<file path="src/rtl/sram_req_arbiter.sv">
// sram_req_arbiter: shares one SRAM-like port between inst and data requesters,
// tracking in-order responses in an ID FIFO. Optional macro: ARB_ROUND_ROBIN_EN.
`default_nettype none

module sram_req_arbiter #(
  parameter int OUTSTANDING = 2,
  parameter int PTR_W       = 1
) (
  input  logic        clk,
  input  logic        reset,
  input  logic        inst_req,
  input  logic        inst_wr,
  input  logic [1:0]  inst_size,
  input  logic [3:0]  inst_wstrb,
  input  logic [31:0] inst_addr,
  input  logic [31:0] inst_wdata,
  output logic        inst_addr_ok,
  output logic        inst_data_ok,
  output logic [31:0] inst_rdata,
  input  logic        data_req,
  input  logic        data_wr,
  input  logic [1:0]  data_size,
  input  logic [3:0]  data_wstrb,
  input  logic [31:0] data_addr,
  input  logic [31:0] data_wdata,
  output logic        data_addr_ok,
  output logic        data_data_ok,
  output logic [31:0] data_rdata,
  output logic        mem_req,
  output logic        mem_wr,
  output logic [1:0]  mem_size,
  output logic [3:0]  mem_wstrb,
  output logic [31:0] mem_addr,
  output logic [31:0] mem_wdata,
  input  logic        mem_addr_ok,
  input  logic        mem_data_ok,
  input  logic [31:0] mem_rdata,
  output logic        arb_err
);

  localparam int               LAST_I   = OUTSTANDING - 1;
  localparam logic [PTR_W-1:0] LAST_PTR = LAST_I[PTR_W-1:0];
  localparam logic [PTR_W:0]   FULL_CNT = OUTSTANDING[PTR_W:0];

  logic [OUTSTANDING-1:0] id_fifo;
  logic [PTR_W-1:0]       wptr;
  logic [PTR_W-1:0]       rptr;
  logic [PTR_W:0]         count;
  logic [PTR_W:0]         count_nxt;
  logic                   lock;
  logic                   lock_id;
  logic                   err;
  logic                   sel;
  logic                   full;
  logic                   push;
  logic                   pop;
  logic                   head;

  assign full = (count == FULL_CNT);
  assign pop  = mem_data_ok & (count != '0);
  assign head = id_fifo[rptr];

`ifdef ARB_ROUND_ROBIN_EN
  logic last_grant;

  // Under contention, alternate away from whoever was granted last.
  always_comb begin
    sel = data_req;
    if (lock) begin
      sel = lock_id;
    end else if (inst_req & data_req) begin
      sel = ~last_grant;
    end
  end

  always_ff @(posedge clk) begin
    if (reset) begin
      last_grant <= 1'b0;
    end else if (push) begin
      last_grant <= sel;
    end
  end
`else
  always_comb begin
    sel = lock ? lock_id : data_req;
  end
`endif

  assign mem_req = (inst_req | data_req) & ~full;
  assign push    = mem_req & mem_addr_ok;

  always_comb begin
    mem_wr    = inst_wr;
    mem_size  = inst_size;
    mem_wstrb = inst_wstrb;
    mem_addr  = inst_addr;
    mem_wdata = inst_wdata;
    if (sel) begin
      mem_wr    = data_wr;
      mem_size  = data_size;
      mem_wstrb = data_wstrb;
      mem_addr  = data_addr;
      mem_wdata = data_wdata;
    end
  end

  assign inst_addr_ok = push & ~sel;
  assign data_addr_ok = push & sel;
  assign inst_data_ok = pop & ~head;
  assign data_data_ok = pop & head;
  assign inst_rdata   = mem_rdata;
  assign data_rdata   = mem_rdata;
  assign arb_err      = err;

  always_comb begin
    count_nxt = count;
    case ({push, pop})
      2'b10:   count_nxt = count + 1'b1;
      2'b01:   count_nxt = count - 1'b1;
      default: count_nxt = count;
    endcase
  end

  always_ff @(posedge clk) begin
    if (reset) begin
      id_fifo <= '0;
      wptr    <= '0;
      rptr    <= '0;
      count   <= '0;
      lock    <= 1'b0;
      lock_id <= 1'b0;
      err     <= 1'b0;
    end else begin
      count <= count_nxt;
      if (push) begin
        id_fifo[wptr] <= sel;
        wptr          <= (wptr == LAST_PTR) ? '0 : wptr + 1'b1;
      end
      if (pop) begin
        rptr <= (rptr == LAST_PTR) ? '0 : rptr + 1'b1;
      end
      // A held request pins the selection until memory accepts it; a stall
      // on full leaves mem_req low, so the lock simply carries over.
      if (mem_req) begin
        lock    <= ~mem_addr_ok;
        lock_id <= sel;
      end
      if (mem_data_ok & (count == '0)) begin
        err <= 1'b1;
      end
    end
  end

endmodule

`default_nettype wire

</file>
<file path="config.mk">
export PLATFORM = sky130hd
export DESIGN_NAME = sram_req_arbiter
export DESIGN_NICKNAME = d
export VERILOG_FILES = /design/src/rtl/sram_req_arbiter.sv
export SDC_FILE = /design/constraint.sdc
export NUM_CORES = 1
export LEC_CHECK = 0
export CORE_AREA = 5 5 123 125
export CTS_BUF_LIST = sky130_fd_sc_hd__clkbuf_2 sky130_fd_sc_hd__clkbuf_4 sky130_fd_sc_hd__clkbuf_8
export DETAILED_ROUTE_END_ITERATION = 16
export DIE_AREA = 0 0 128 130
export PLACE_DENSITY = 0.58
export SYNTH_ARGS = -nofsm -noshare
export SYNTH_HDL_FRONTEND = slang
export SYNTH_SLANG_ARGS = --single-unit
</file>
<file path="constraint.sdc">
create_clock -name clk -period 2.6 [get_ports clk]
set_input_delay 0.52 -clock clk [delete_from_list [all_inputs] [get_ports clk]]
set_output_delay 0.52 -clock clk [all_outputs]
set_load 0.01 [all_outputs]
</file>
# --- Yosys cells after proc, flatten, opt, wreduce, memory -nomap -nowiden ---
# Index checks and enable logic that the tools add are counted.
op_classes:
  n_addsub: 4
  n_lt_le_gt_ge: 3
  eq_ne: 3
  n_mux: 14
  bitwise_logic: 13
  n_reduce_logical: 4
op_table:
  columns: ["op", "n"]
  rows:
  - ["$mux 32", 2]
  - ["$and 1x1->1", 8]
  - ["$mux 1", 7]
  - ["$eq 2x2->1 const B", 2]
  - ["$lt 1x2->1 const B", 2]
  - ["$mux 4", 1]
  - ["$not 1->1", 4]
  - ["$pmux 2 s2", 1]
  - ["$reduce_bool 2->1", 2]
  - ["$add 1x1->1 const B", 2]
  - ["$add 2x1->2 const B", 1]
  - ["$bwmux 2", 1]
  - ["$eq 2x1->1 const B", 1]
  - ["$logic_not 2->1", 1]
  - ["$mux 2", 1]
  - ["$sub 2x1->2 const B", 1]
  - ["$demux 1 s1", 1]
  - ["$ge 1x1->1 const B", 1]
  - ["$logic_and 1x1->1", 1]
  - ["$or 1x1->1", 1]
totals:
  ff_bits: 9
  inputBits: 180
  output_inout_bits: 141
  wordCells: 48

# --- Depth between registers and ports, before layout ---
depth:
  depth_word: 6
  ltp_mapped: 7
  mapped_depth_nobuf: 6

# --- Worst setup path after synthesis ---
# Ideal clock, no wire load.
synth_path:
  kind: "input-to-output"
  startpoint: "input data_req"
  endpoint: "output mem_wdata[23]"
  arrival_time_ps: 1392
  required_ps: 2080
  slack_ps: 688
  cell_stages: 4
  n_path_buf: 2
  cell_sequence: "mux2i_1 > buf_4 > buf_6 > mux2_4"
synth_via:
  elab_chain_cells: 2
synth_lines:
  columns: ["item", "line", "text"]
  rows:
  - ["start: declaration", "20", "input logic data_req,"]
  - ["$mux 1", "85", "sel = lock ? lock_id : data_req;"]
  - ["$mux 32", "98", "if (sel) begin"]
  - ["end: declaration", "34", "output logic [31:0] mem_wdata,"]
# Every way passes these cells.

# --- Final worst setup path ---
layout_path:
  startpoint: "input data_req"
  endpoint: "output mem_wdata[13]"
# The elaborated chain is that of the path after synthesis.

==> impl_metrics.py <==
metrics = {
    "floorplan": {
        "die_h_um": 130,
        "die_w_um": 128,
        "rows": 43,
        "start_util_pct": 14.4,
        "die_area_um2": 16600,
        "core_um2": 13800,
        "num_io_pins": 321,
    },
    "final_layout": {
        "final_cell_area_um2": 4210,
        "drive_gt1_share_pct": 30.8,
        "area_delta_synth_final_pct": 113,
        "final_nets": 549,
        "diodes": 0,
        "fillCellCount": 1444,
        "final_common_cell": "clkdlybuf4s50_1",
        "final_cell_mix": "clkdlybuf4s50_1 (152), mux2_4 (47), dlygate4sd2_1 (35)",
        "multi_input_area_um2": 1230,
        "post-route-util_pct": 30.5,
        "ff_latch_area_um2": 180,
    },
    "critical_path": {
        "cp-end-kind": "output pin",
        "timing.rr.start": "count[0]",
        "reg2reg_to": "count[1]",
        "r2r_cells": 6,
        "start_kind": "input pin",
        "worstPathMaxFanout": 8,
        "worst_ep_required_time_ns": 2.08,
        "setup.worst_path.class": "in2out",
        "worst-r2r-setup-slack_ns": 0.71,
        "cp.arrival_ns": 2.02,
    },
    "detailed_routing": {
        "vias_per_cell": 3.70,
        "wirelength_mm": 8.72,
        "drt-pass1-iter-count": 4,
        "drc": 0,
        "drt_iter0_markers": 26,
        "antenna_left": 0,
        "vias": 2022,
        "wl_per_cell_um": 15.9,
    },
    "global_route": {
        "track_usage_pct": 9.12,
        "grt_pass1_vias": 2270,
        "grt_pass1_wl_mm": 12.1,
        "grt_start_max_net_pins": 17,
        "grt_overflow": 0,
        "antenna_found_initial": 0,
    },
    "placement": {
        "place_hpwl_mm": 6.68,
        "detailed_place.area_um2": 3950,
        "io_buffers": 224,
        "place_ws_ns": -0.318,
        "gp_congestion": 0.782,
    },
    "synthesis": {
        "ys_seq_elements": 9,
        "syn_inst": 192,
        "seq_area_frac_synth_pct": 9.10,
        "ys_types": 28,
        "yosys_warnings": 0,
        "syn_nets": 373,
        "synthesis.area_um2": 1980,
        "syn_area_per_cell_um2": 10.3,
    },
    "power_and_ir_drop": {
        "cellPowerDensity_nw_per_um2": 412,
        "total_power_mw": 1.73,
        "p_leak_nw": 1.97,
        "ir_worst_vdd_mv": 0.183,
    },
    "cts": {
        "cts_root_buf": "clkbuf_8",
        "numCtsBuffers": 3,
        "htree_num_levels": 1,
        "clock_latency_ns": 0.23,
        "clk_pin_slew_ns": 0.05,
        "clock_path_buffers": 2,
        "cts_tree": "yes",
        "clock_sinks": 9,
    },
    "timing": {
        "setup-violations-final": 0,
        "slew_viol_final": 0,
        "layout_setup_ws_ns": 0.0589,
        "fin_skew_ns": 0.00282,
        "final.period_utilization_pct": 97.7,
        "finalHoldViolations": 0,
        "post-route-min-period_ns": 2.54,
        "relSlewSlack_pct": 74.1,
        "tns_ns": 0,
        "tightest_slew_ns": 0.387,
        "fmax_mhz": 394,
    },
    "worst_hold_path": {
        "hold_class": "reg2reg",
        "min_path_cells": 2,
        "holdPathEnd": "arb_err",
        "min-delay-start": "arb_err",
    },
    "flow_run": {
        "max_cap_violations": 0,
    },
    "run_status": {
        "status": "complete, no violations",
    },
}
worst max-delay path, stage by stage:
cell and delay (ns):
dlygate4sd2_1 0.27, mux2i_4 0.17, buf_12 0.16, buf_4 0.11, bufbuf_16 0.27, mux2_4 0.29
clkdlybuf4s15_1 0.23
cells in the mapped netlist:
cell type,instances,share of area [%]
buf_4,65,25
mux2_4,47,36
mux2_2,24,14
dfxtp_1,9,9.1
nor2_1,6,1.1
a21oi_1,4,1.0
buf_8,4,3.0
mux2i_1,4,2.0
nand2b_1,3,0.95
a211oi_1,2,0.76
buf_2,2,0.51
clkbuf_1,2,0.38
inv_1,2,0.38
nor2b_1,2,0.63
o21ai_0,2,0.51
xor2_1,2,0.89
a31oi_1,1,0.32
and2_1,1,0.32
and4_1,1,0.44
buf_6,1,0.57
ha_1,1,0.63
nand3_1,1,0.25
nand4_1,1,0.32
o21ba_2,1,0.51
or2_0,1,0.32
or2_2,1,0.32
or3_1,1,0.32
xnor2_1,1,0.44
worst max-delay path by stage:
stage                        start  slack [ns]            end
after floorplan           data_req        0.69  mem_wdata[23]
after global placement    data_req       -0.29   mem_addr[17]
after detailed placement  data_req       -0.32  mem_wdata[31]
after CTS                 data_req     0.00007    mem_addr[1]
after global routing      data_req     -0.0002  mem_wdata[13]
final                     data_req        0.06  mem_wdata[13]
power breakdown:
part,switching [mW],internal (mW),total (mW)
logic,0.476,0.881,1.36
registers,0.0331,0.174,0.207
clock network,0.0535,0.117,0.171
logic make-up after synthesis:
kind of cell             after synthesis  share of synthesized area [%]
adder cells (fa/ha/maj)                1                          0.632
buffers and inverters                 76                           29.5
flip-flops                             9                           9.10
XOR/XNOR                               3                           1.33
multiplexers                          75                           51.3
AND/OR/NAND/NOR                       18                           4.99
AO/OA/AOI/OAI                         10                           3.10
what timing repair did:
item / CTS / global route
gates resized for setup: 77 / 33
endpoints found under the hold margin: 0 / 0
pin swaps: 0 / 0
hold buffers: 0 / 0
setup endpoints to repair: 72 / 36
setup buffers: 6 / 5
cloned: 5 / 0
sequential cells by signal (all words and copies together) (netlist names):
register and flops:
id_fifo 2, count 2, wptr 1, arb_err 1, lock_id 1, lock 1, rptr 1
metal layers:
metal	global-route usage, %	share of wire (%)	up-vias	wire length [um]
li1	-	-	949	-
met1	9.53	35	899	3060
met2	17.6	52	165	4530
met3	3.27	12	9	1080
met4	1.69	0.67	0	58
met5	0	0	-	0
area by class of cell:
class / instances / area share (%)
Sequential cell: 9 / 4.28
Clock buffer: 4 / 1.16
Tap cell: 180 / 5.35
Timing Repair Buffer: 245 / 59.8
Inverter: 2 / 0.178
Multi-Input combinational cell: 107 / 29.2
stage by stage:
stage / hold WS, ns / instances
after floorplan: 0.448 / 192
after global placement: 0.455 / 527
after detailed placement: 0.468 / 527
after CTS: 0.478 / 542
after global routing: 0.507 / 547
final: 0.478 / 547
Note: power is estimated with default switching activity, not from simulation.
